**src/rtl/wd_pkg.sv**
```systemverilog
// Shared watchdog definitions: generator state encoding, detector fault codes, parameter check.
// No logic of its own; imported by the service generator and its window timer.
package wd_pkg;

  typedef enum logic [1:0] {
    ST_IDLE = 2'd0,
    ST_RUN  = 2'd1,
    ST_HALT = 2'd2
  } wd_state_e;

  // Fault codes reported on FLSTAT by the fail detector.
  localparam logic [2:0] FL_OVERRIDE    = 3'b000;
  localparam logic [2:0] FL_SRVC_CLOSED = 3'b001;
  localparam logic [2:0] FL_DOUBLE_SRVC = 3'b010;
  localparam logic [2:0] FL_NO_SRVC     = 3'b011;
  localparam logic [2:0] FL_NONE        = 3'b111;

  function automatic bit wd_params_ok(input int period, input int open,
                                      input int delay, input int width);
    return (period >= 4) && (open < period) && (delay >= 1) &&
           (width >= 1) && (delay + width < open);
  endfunction

endpackage

```
**src/rtl/wd_service_generator_if.sv**
```systemverilog
// Service generator <-> detector/application signal bundle; all outputs registered, no backpressure.
interface wd_service_generator_if;
  logic        ENABLE;
  logic        HBEAT;
  logic        WDFAIL;
  logic [2:0]  FLSTAT;
  logic        SWSTAT;
  logic        WDSRVC;
  logic        MISSED;
  logic        HALTED;
  logic [2:0]  LAST_FAULT;
  logic [15:0] SRVC_CNT;

  modport master (
    output ENABLE, HBEAT, WDFAIL, FLSTAT,
    input  SWSTAT, WDSRVC, MISSED, HALTED, LAST_FAULT, SRVC_CNT
  );

  modport slave (
    input  ENABLE, HBEAT, WDFAIL, FLSTAT,
    output SWSTAT, WDSRVC, MISSED, HALTED, LAST_FAULT, SRVC_CNT
  );
endinterface

```
**src/rtl/wd_window_timer.sv**
```systemverilog
// Window phase counter; decodes the *next* phase so the parent can register its outputs.
// Phase advances only while the parent stays in RUN; entering RUN loads phase 0.
module wd_window_timer
  import wd_pkg::*;
#(
  parameter int WIN_PERIOD = 16,
  parameter int WIN_OPEN   = 8,
  parameter int SRVC_DELAY = 2,
  parameter int SRVC_WIDTH = 2
) (
  input  logic CLK,
  input  logic RST,
  input  logic cnt_en,
  input  logic active,
  output logic win_end,
  output logic nxt_win_start,
  output logic nxt_open,
  output logic nxt_srvc_start,
  output logic nxt_srvc_on,
  output logic nxt_last_open
);

  localparam int PW = $clog2(WIN_PERIOD);
  localparam logic [PW-1:0] LAST_PH   = PW'(WIN_PERIOD - 1);
  localparam logic [PW-1:0] OPEN_PH   = PW'(WIN_OPEN);
  localparam logic [PW-1:0] SRVC_PH   = PW'(SRVC_DELAY);
  localparam logic [PW-1:0] SRVC_END  = PW'(SRVC_DELAY + SRVC_WIDTH - 1);
  localparam logic [PW-1:0] CLOSE_PH  = PW'(WIN_OPEN - 1);

  logic [PW-1:0] phase_q, phase_d;

  always_comb begin
    phase_d = '0;
    if (cnt_en) begin
      phase_d = (phase_q == LAST_PH) ? '0 : phase_q + PW'(1);
    end
  end

  always_ff @(posedge CLK) begin
    if (RST) begin
      phase_q <= '0;
    end else begin
      phase_q <= phase_d;
    end
  end

  assign win_end        = (phase_q == LAST_PH);
  assign nxt_win_start  = active && (phase_d == '0);
  assign nxt_open       = active && (phase_d < OPEN_PH);
  assign nxt_srvc_start = active && (phase_d == SRVC_PH);
  assign nxt_srvc_on    = active && (phase_d >= SRVC_PH) && (phase_d <= SRVC_END);
  assign nxt_last_open  = active && (phase_d == CLOSE_PH);

endmodule

```
**src/rtl/wd_service_generator.sv**
```systemverilog
// Watchdog service generator: opens SWSTAT windows, issues one WDSRVC per window when a heartbeat is pending.
// Outputs registered (1-cycle from sampled inputs); a detector fault latches the code and halts until RST.
module wd_service_generator
  import wd_pkg::*;
#(
  parameter int WIN_PERIOD = 16,
  parameter int WIN_OPEN   = 8,
  parameter int SRVC_DELAY = 2,
  parameter int SRVC_WIDTH = 2
) (
  input logic                   CLK,
  input logic                   RST,
  wd_service_generator_if.slave bus
);

  if (!wd_params_ok(WIN_PERIOD, WIN_OPEN, SRVC_DELAY, SRVC_WIDTH)) begin : g_bad_params
    $error("wd_service_generator: illegal window/service parameters");
  end

  wd_state_e   state_q, state_d;
  logic        armed_q, armed_d;
  logic        srvc_done_q, srvc_done_d;
  logic        swstat_q, swstat_d;
  logic        wdsrvc_q, wdsrvc_d;
  logic        missed_q, missed_d;
  logic        halted_q, halted_d;
  logic [2:0]  last_fault_q, last_fault_d;
  logic [15:0] srvc_cnt_q, srvc_cnt_d;

  logic cnt_en, active, srvc_start;
  logic win_end, nxt_win_start, nxt_open, nxt_srvc_start, nxt_srvc_on, nxt_last_open;

  assign active = (state_d == ST_RUN);
  assign cnt_en = (state_q == ST_RUN) && active;

  wd_window_timer #(
    .WIN_PERIOD (WIN_PERIOD),
    .WIN_OPEN   (WIN_OPEN),
    .SRVC_DELAY (SRVC_DELAY),
    .SRVC_WIDTH (SRVC_WIDTH)
  ) u_timer (
    .CLK            (CLK),
    .RST            (RST),
    .cnt_en         (cnt_en),
    .active         (active),
    .win_end        (win_end),
    .nxt_win_start  (nxt_win_start),
    .nxt_open       (nxt_open),
    .nxt_srvc_start (nxt_srvc_start),
    .nxt_srvc_on    (nxt_srvc_on),
    .nxt_last_open  (nxt_last_open)
  );

  // WDFAIL wins over ENABLE; RUN only looks at ENABLE on the last phase of a window.
  always_comb begin
    state_d = state_q;
    case (state_q)
      ST_IDLE: begin
        if (bus.WDFAIL)      state_d = ST_HALT;
        else if (bus.ENABLE) state_d = ST_RUN;
      end
      ST_RUN: begin
        if (bus.WDFAIL)                   state_d = ST_HALT;
        else if (win_end && !bus.ENABLE)  state_d = ST_IDLE;
      end
      default: state_d = ST_HALT;
    endcase
  end

  // A pulse is committed one cycle ahead so WDSRVC is high exactly on the service phases.
  assign srvc_start = nxt_srvc_start && armed_q;

  always_comb begin
    armed_d      = armed_q;
    srvc_done_d  = srvc_done_q;
    srvc_cnt_d   = srvc_cnt_q;
    last_fault_d = last_fault_q;
    swstat_d     = nxt_open;
    wdsrvc_d     = srvc_start || (wdsrvc_q && nxt_srvc_on);
    missed_d     = nxt_last_open && !srvc_done_q;
    halted_d     = (state_d == ST_HALT);

    if (srvc_start) armed_d = 1'b0;
    // A heartbeat coinciding with a service start re-arms for the following window.
    if (bus.HBEAT && state_q != ST_HALT) armed_d = 1'b1;

    if (!active)            srvc_done_d = 1'b0;
    else if (srvc_start)    srvc_done_d = 1'b1;
    else if (nxt_win_start) srvc_done_d = 1'b0;

    if (srvc_start && srvc_cnt_q != 16'hFFFF) srvc_cnt_d = srvc_cnt_q + 16'd1;

    if (state_q != ST_HALT && bus.WDFAIL) last_fault_d = bus.FLSTAT;
  end

  always_ff @(posedge CLK) begin
    if (RST) begin
      state_q      <= ST_IDLE;
      armed_q      <= 1'b0;
      srvc_done_q  <= 1'b0;
      swstat_q     <= 1'b0;
      wdsrvc_q     <= 1'b0;
      missed_q     <= 1'b0;
      halted_q     <= 1'b0;
      last_fault_q <= FL_NONE;
      srvc_cnt_q   <= '0;
    end else begin
      state_q      <= state_d;
      armed_q      <= armed_d;
      srvc_done_q  <= srvc_done_d;
      swstat_q     <= swstat_d;
      wdsrvc_q     <= wdsrvc_d;
      missed_q     <= missed_d;
      halted_q     <= halted_d;
      last_fault_q <= last_fault_d;
      srvc_cnt_q   <= srvc_cnt_d;
    end
  end

  assign bus.SWSTAT     = swstat_q;
  assign bus.WDSRVC     = wdsrvc_q;
  assign bus.MISSED     = missed_q;
  assign bus.HALTED     = halted_q;
  assign bus.LAST_FAULT = last_fault_q;
  assign bus.SRVC_CNT   = srvc_cnt_q;

endmodule
```
**src/flat_wrapper.sv**
```systemverilog
// flat-port wrapper written by rule: the top's interface ports become plain ports
module wd_service_generator_flat import wd_pkg::*;
#(
  parameter int WIN_PERIOD = 16,
  parameter int WIN_OPEN   = 8,
  parameter int SRVC_DELAY = 2,
  parameter int SRVC_WIDTH = 2
)
  (CLK, RST, bus_ENABLE, bus_HBEAT, bus_WDFAIL, bus_FLSTAT, bus_SWSTAT, bus_WDSRVC, bus_MISSED, bus_HALTED, bus_LAST_FAULT, bus_SRVC_CNT);
  wd_service_generator_if bus_i ();
  input logic CLK;
  input logic RST;
  input wire logic [$bits(bus_i.ENABLE)-1:0] bus_ENABLE;
  input wire logic [$bits(bus_i.HBEAT)-1:0] bus_HBEAT;
  input wire logic [$bits(bus_i.WDFAIL)-1:0] bus_WDFAIL;
  input wire logic [$bits(bus_i.FLSTAT)-1:0] bus_FLSTAT;
  output wire logic [$bits(bus_i.SWSTAT)-1:0] bus_SWSTAT;
  output wire logic [$bits(bus_i.WDSRVC)-1:0] bus_WDSRVC;
  output wire logic [$bits(bus_i.MISSED)-1:0] bus_MISSED;
  output wire logic [$bits(bus_i.HALTED)-1:0] bus_HALTED;
  output wire logic [$bits(bus_i.LAST_FAULT)-1:0] bus_LAST_FAULT;
  output wire logic [$bits(bus_i.SRVC_CNT)-1:0] bus_SRVC_CNT;
  assign bus_i.ENABLE = bus_ENABLE;
  assign bus_i.HBEAT = bus_HBEAT;
  assign bus_i.WDFAIL = bus_WDFAIL;
  assign bus_i.FLSTAT = bus_FLSTAT;
  assign bus_SWSTAT = bus_i.SWSTAT;
  assign bus_WDSRVC = bus_i.WDSRVC;
  assign bus_MISSED = bus_i.MISSED;
  assign bus_HALTED = bus_i.HALTED;
  assign bus_LAST_FAULT = bus_i.LAST_FAULT;
  assign bus_SRVC_CNT = bus_i.SRVC_CNT;
  wd_service_generator #(.WIN_PERIOD(WIN_PERIOD), .WIN_OPEN(WIN_OPEN), .SRVC_DELAY(SRVC_DELAY), .SRVC_WIDTH(SRVC_WIDTH)) u_core (.CLK(CLK), .RST(RST), .bus(bus_i));
endmodule
```
**config.mk**
```make
export PLATFORM = sky130hd
export DESIGN_NAME = wd_service_generator_flat
export DESIGN_NICKNAME = d
export VERILOG_FILES = /design/src/rtl/wd_pkg.sv /design/src/rtl/wd_service_generator_if.sv /design/src/rtl/wd_window_timer.sv /design/src/rtl/wd_service_generator.sv /design/src/flat_wrapper.sv
export SDC_FILE = /design/constraint.sdc
export NUM_CORES = 1
export LEC_CHECK = 0
export CORE_MARGIN = 2
export CORE_UTILIZATION = 40
export DETAILED_ROUTE_END_ITERATION = 10
export GPL_ROUTABILITY_DRIVEN = 0
export GPL_TIMING_DRIVEN = 0
export PLACE_DENSITY = 0.73
export SLEW_MARGIN = 20
export SYNTH_ARGS = -nofsm -noshare
export SYNTH_HDL_FRONTEND = slang
export SYNTH_HIERARCHICAL = 1
export SYNTH_SLANG_ARGS = --single-unit
```
**constraint.sdc**
```tcl
create_clock -name CLK -period 4.2 [get_ports CLK]
set_input_delay 0.42 -clock CLK [delete_from_list [all_inputs] [get_ports CLK]]
set_output_delay 0.42 -clock CLK [all_outputs]
set_load 0.1 [all_outputs]
```
# Yosys cells after proc, flatten, opt, wreduce, memory -nomap -nowiden
# Index checks and enable logic that the tools add are counted.
# op_classes
bitwise	1
mux	11
n_reduce_logical	22
eq_ne	8
addsub	2
order_cmp	3
# op_table
op	n
16-bit by 1-bit adder with 16-bit output, second input constant	1
16-bit != test, second input constant	1
1-bit logical AND	14
2-bit two-way mux	4
4-bit two-way mux	2
4-bit by 1-bit adder with 4-bit output, second input constant	1
2-bit by 1-bit equality test with 1-bit output, second input constant	2
4-bit by 2-bit equality test with 1-bit output, second input constant	1
4-bit by 3-bit equality test with 1-bit output, second input constant	1
4-bit equality test, second input constant	1
4-bit by 2-bit greater-or-equal comparator with 1-bit output, second input constant	1
4-bit by 2-bit <= comparator with 1-bit output, second input constant	1
4-bit zero test	1
4-bit less-than comparator, second input constant	1
1-bit two-way mux	4
2-bit one-hot mux with 2 select lines	1
2-bit nonzero test	2
2-bit equality test, second input constant	1
1-bit zero test	2
2-bit zero test	1
2-bit != test, second input constant	1
2-bit OR reduction	1
1-bit logical OR	1
1-bit inverter	1
# totals
in_bits	8
out_inout_bits	23
ff_bits	31
wordCells	57

# Logic depth before layout (Yosys ltp)
# logic_depth
depth_word	13
ltp_mapped	12
mapped_depth_nobuf	11

# By module
# Netlist, hierarchy kept.
# modules_own_cells
mod	seq_area_each_um2	cells_per_inst	n_inst	area_per_inst_um2
wd_service_generator	540.5	131	1	1178.6
wd_window_timer	80.1	29	1	246.5

# Worst setup path after synthesis
# No wires, ideal clock.
# synth_timing
path_kind	flip-flop to flip-flop
from	reg u_core.u_timer.phase_q[0]
to	reg u_core.srvc_cnt_q[13], in the netlist u_core/bus.SRVC_CNT[13]
t_required_ps	4130
slack_ps	1405
arrival_ps	2725
n_path_buf	0
period_less_slack_ps	2795
path_stages_with_launch	10
setup_time_ps	70
cell_sequence	dfxtp_1 ha_1 and3_1 a21oi_1 nand3_1 nor3_1 nand4_1 or4_4 or4_1 a21oi_1
# synth_between
elab_chain_len	12
word_cells_on_any_way	14
classes_between	1 x add/sub; 3 x eq/ne; 5 x mux; 5 x reduce/logical
# synth_lines
element	line_no	rtl
start, declared	wd_window_timer.sv:30	logic [PW-1:0] phase_q, phase_d;
start signal, assigned	wd_window_timer.sv:43	phase_q <= phase_d;
4-bit equality test	wd_window_timer.sv:47	assign win_end = (phase_q == LAST_PH);
named net u_core.win_end	wd_service_generator.sv:31	logic win_end, nxt_win_start, nxt_open, nxt_srvc_start, nxt_srvc_on, nxt_last_open;
1-bit logical AND	wd_service_generator.sv:64	else if (win_end && !bus.ENABLE) state_d = ST_IDLE;
2-bit two-way mux	wd_service_generator.sv:64	
2-bit two-way mux	wd_service_generator.sv:63	if (bus.WDFAIL) state_d = ST_HALT;
2-bit one-hot mux with 2 select lines	wd_service_generator.sv:57	case (state_q)
2-bit by 1-bit equality test with 1-bit output	wd_service_generator.sv:33	assign active = (state_d == ST_RUN);
1-bit logical AND	wd_service_generator.sv:34	assign cnt_en = (state_q == ST_RUN) && active;
named net u_core.cnt_en	wd_service_generator.sv:30	logic cnt_en, active, srvc_start;
4-bit two-way mux	wd_window_timer.sv:34	if (cnt_en) begin
4-bit by 2-bit equality test with 1-bit output	wd_window_timer.sv:50	assign nxt_srvc_start = active && (phase_d == SRVC_PH);
1-bit logical AND	wd_window_timer.sv:50	
named net u_core.nxt_srvc_start	wd_service_generator.sv:31	
1-bit logical AND	wd_service_generator.sv:71	assign srvc_start = nxt_srvc_start && armed_q;
1-bit logical AND	wd_service_generator.sv:91	if (srvc_start && srvc_cnt_q != 16'hFFFF) srvc_cnt_d = srvc_cnt_q + 16'd1;
end signal, assigned	wd_service_generator.sv:116	srvc_cnt_q <= srvc_cnt_d;
end, declared	wd_service_generator.sv:28	logic [15:0] srvc_cnt_q, srvc_cnt_d;
# The timed path passes the listed nets, and every way through them passes these cells.
# A chain may end at the register's enable or synchronous reset.

# Final worst setup path
# layout_timing
from	in bus_WDFAIL
to	reg u_core.srvc_cnt_q[13], in the netlist u_core/bus.SRVC_CNT[13]
# layout_between
elab_chain_len	9
word_cells_on_any_way	10
classes_between	2 x eq/ne; 4 x mux; 4 x reduce/logical
# layout_lines
element	line_no	rtl
start, declared	flat_wrapper.sv:15	input wire logic [$bits(bus_i.WDFAIL)-1:0] bus_WDFAIL;
2-bit two-way mux (on tied branches)	wd_service_generator.sv:63, wd_service_generator.sv:59	
2-bit one-hot mux with 2 select lines *	wd_service_generator.sv:57	
2-bit by 1-bit equality test with 1-bit output *	wd_service_generator.sv:33	
1-bit logical AND *	wd_service_generator.sv:34	
named net u_core.cnt_en	wd_service_generator.sv:30	
4-bit two-way mux *	wd_window_timer.sv:34	
4-bit by 2-bit equality test with 1-bit output *	wd_window_timer.sv:50	
1-bit logical AND *	wd_window_timer.sv:50	
named net u_core.nxt_srvc_start	wd_service_generator.sv:31	
1-bit logical AND *	wd_service_generator.sv:71	
1-bit logical AND *	wd_service_generator.sv:91	
# Mark *: on every way through the listed nets, which the timed path passes. The rest lies on a longest branch.

==> impl_metrics.csv <==
group,metric,value,unit
clock_network,cts_buffer_depth,2,
clock_network,insertion_delay,0.32,ns
floorplanning,row_count,21,
critical_path,crit_family,"simple AND/OR/NAND/NOR gates",
timing,relSlewSlack,34.1,%
detailed_routing,drc,0,
clock_network,cts.clk_slew.worst_paths,0.09,ns
yosys,synthMostInstantiatedCell,"dfxtp_1",
placed_design,portBuffers,30,
clock_network,postCtsHoldBufs,0,
critical_path,crit_path_max_incr_delay,0.49,ns
critical_path,crit_required,4.45,ns
finish,n_antenna_cell,0,
placed_design,hpwl,2360,µm
yosys,yosysTopAreaCell,"dfxtp_1",
power,ir_drop,0.000215,V
clock_network,cts-resized-gates,0,
floorplanning,chipWidth,63.7,µm
timing,fin_tns_setup,0,ns
clock_network,cts_root_buf,"clkbuf_4",
finish,nNetsFinal,207,
timing,setup_viol,0,
placed_design,place_ws,0.734,ns
detailed_routing,vias,1307,
yosys,yosys_register_bits,31,
yosys,syn-num-nets,170,
global_routing,antenna_found_initial,0,
global_routing,grt_pass1_vias,1330,
timing,hold_viol_final,0,
critical_path,crit_fanout,6,
power,p_leak,0.642,nW
global_routing,grt.total_usage,17.4,%
yosys,seq_area_frac_synth,43.5,%
yosys,synth_area,1430,µm²
status,status,"complete, no violations",
floorplanning,coreArea,3390,µm²
floorplanning,die_height,63.7,µm
clock_network,cts_tree,"yes",
floorplanning,io_pins,31,
timing,tightest_slew,0.986,ns
timing,finalClockSkew,0.00586,ns
yosys,post_synth.cell_area_avg,8.91,µm²
finish,drive_above_1_share,9.09,%
yosys,synth_ff_type,"dfxtp_1",
critical_path,arrival,3.42,ns
power,powerDensity,299,nW/µm²
timing,fin_crit,3.17,ns
timing,layout_setup_ws,1.03,ns
yosys,synth_warnings,6,
global_routing,grt_max_degree,11,
global_routing,grt_pass1_wl,5730,µm
floorplanning,dieArea,4060,µm²
yosys,syn_inst,160,
detailed_routing,drtIter0Drc,53,
yosys,synth_area_leaders,"dfxtp_1 44%, a21oi_1 5.3%, nor2_1 3.4%, o21ai_0 3.2%, nand2_1 3.2%",
yosys,synth_cell_types,41,
power,p_total,553,µW
critical_path,critPathBufInv,1,
timing,rsz0062_at_grt,"false",
yosys,ys_async_sr_fraction,0,%
clock_network,cts_sinks,31,
finish,area_growth,29.9,%
critical_path,critPathKind,"in2reg",
global_routing,grt_overflow,0,
timing,period_share,75.5,%
detailed_routing,postRouteAntennaNets,0,
detailed_routing,wl_per_cell,13.0,µm
run,cap_viol_max_count,0,
yosys,synth-edff-count,0,
finish,layout.cells.non_filler,244,
detailed_routing,routed_wl,3170,µm
hold_path,hp-class,"reg2reg",
critical_path,cp_cell_sequence,"clkdlybuf4s50_1 > nor2_1 > nand2_1 > a21oi_1 > nand3_1 > nor3_1 > nand4_1 > or4_4 > or4_1 > a21oi_1",
yosys,synth_top_cells_by_count,"31 x dfxtp_1, 15 x a21oi_1, 13 x nor2_1",
clock_network,cts_setup_buffers,0,
clock_network,htreeDepth,2,
clock_network,numCtsBuffers,5,
critical_path,end_kind,"register",
timing,fmax,0.315,GHz
placed_design,place_area,1780,µm²
critical_path,cp_slowest_cell,"or4_4",
yosys,synth_top_area_share,43.5,%
floorplanning,start_util,42.0,%
critical_path,worst_path_most_repeated_cell,"a21oi_1",
placed_design,placedCellCount,236,
detailed_routing,drtPass1Iterations,4,
timing,slew_violations,0,
detailed_routing,vias_per_cell,5.36,
critical_path,startpoint_type,"input port",
finish,fin_area,1850,µm²
==> where the power goes <==
part / leakage [nW] / switching (mW) / internal [mW]
registers: 0.252 / 0.00282 / 0.299
logic: 0.352 / 0.0389 / 0.0179
clock network: 0.0386 / 0.0958 / 0.0985
==> layout by cell type (no fill, tap or decap), types with 4 or more instances in the layout <==
master and instances:
nand4_1 6, a21oi_1 15, and3_1 6, dfxtp_1 31, inv_1 6, o31ai_1 4, or3_1 5, clkbuf_4 5
nor2b_1 6, clkbuf_1 4, nor2_1 13, or4_1 4, nand2_1 12, clkdlybuf4s50_1 30, o21ai_0 9
==> sequential cells by signal (all words and copies together), names as in the netlist, 2 cells and up <==
register and count:
u_core/u_timer/phase_q 4, u_core/state_q 2, u_core/bus.SRVC_CNT 16, u_core/bus.LAST_FAULT 3
==> per-layer routing <==
| layer | vias up | part of all wire [%] | global-route usage, % |
|---|---|---|---|
| met4 | 0 | 1.1 | 6.79 |
| met5 | - | 0 | 0 |
| met2 | 26 | 49 | 29.7 |
| met3 | 5 | 3.2 | 3.39 |
| li1 | 674 | - | - |
| met1 | 602 | 47 | 21.5 |
==> path summary, 6_finish.rpt <==
path	startpoint	end	slack [ns]	cells after the start
worst max-delay path	bus_WDFAIL	u_core/bus.SRVC_CNT[13]	1.03	10
worst min-delay path	u_core/srvc_done_q	u_core/bus.MISSED	0.44	1
worst max register to register	u_core/u_timer/phase_q[0]	u_core/bus.SRVC_CNT[13]	1.04	9
worst min register to register	u_core/srvc_done_q	u_core/bus.MISSED	0.44	1
==> cell type report <==
cell class | instances | area (µm²)
Sequential cell | 31 | 621
Fill cell | 323 | 1540
Buffer | 4 | 16.3
Inverter | 6 | 22.5
Multi-Input combinational cell | 119 | 766
Tap cell | 46 | 57.6
Clock buffer | 8 | 68.8
Timing Repair Buffer | 30 | 300
==> worst reg2reg max path: stages, from the launching register on <==
cell	delay [ns]
dfxtp_1	0.38
ha_1	0.27
and3_1	0.19
a21oi_1	0.33
nand3_1	0.20
nor3_1	0.40
nand4_1	0.21
or4_4	0.49
or4_1	0.49
a21oi_1	0.14
==> cells by family (layout without fill, tap and decap cells) <==
kind of cell    count (synthesis)  in the layout  share of synthesized area [%]
flops                          31             31                           43.5
compound gates                 37             37                           17.1
mux                             2              2                           1.49
fa+ha+maj                       2              2                           1.76
simple gates                   75             75                           31.5
xor+xnor                        3              3                           1.84
buf+inv                        10             48                           2.72
==> through the flow <==
| step | hold WS, ns | utilization (%) |
|---|---|---|
| 3_5_place_dp | 0.424 | 52.6 |
| 2_1_floorplan | 0.399 | - |
| 3_3_place_gp | 0.423 | 52.6 |
| 5_1_grt | 0.467 | 54.6 |
| 4_1_cts | 0.440 | 54.6 |
| 6_report | 0.441 | 54.6 |
Note: power is estimated with default switching activity, not from simulation.
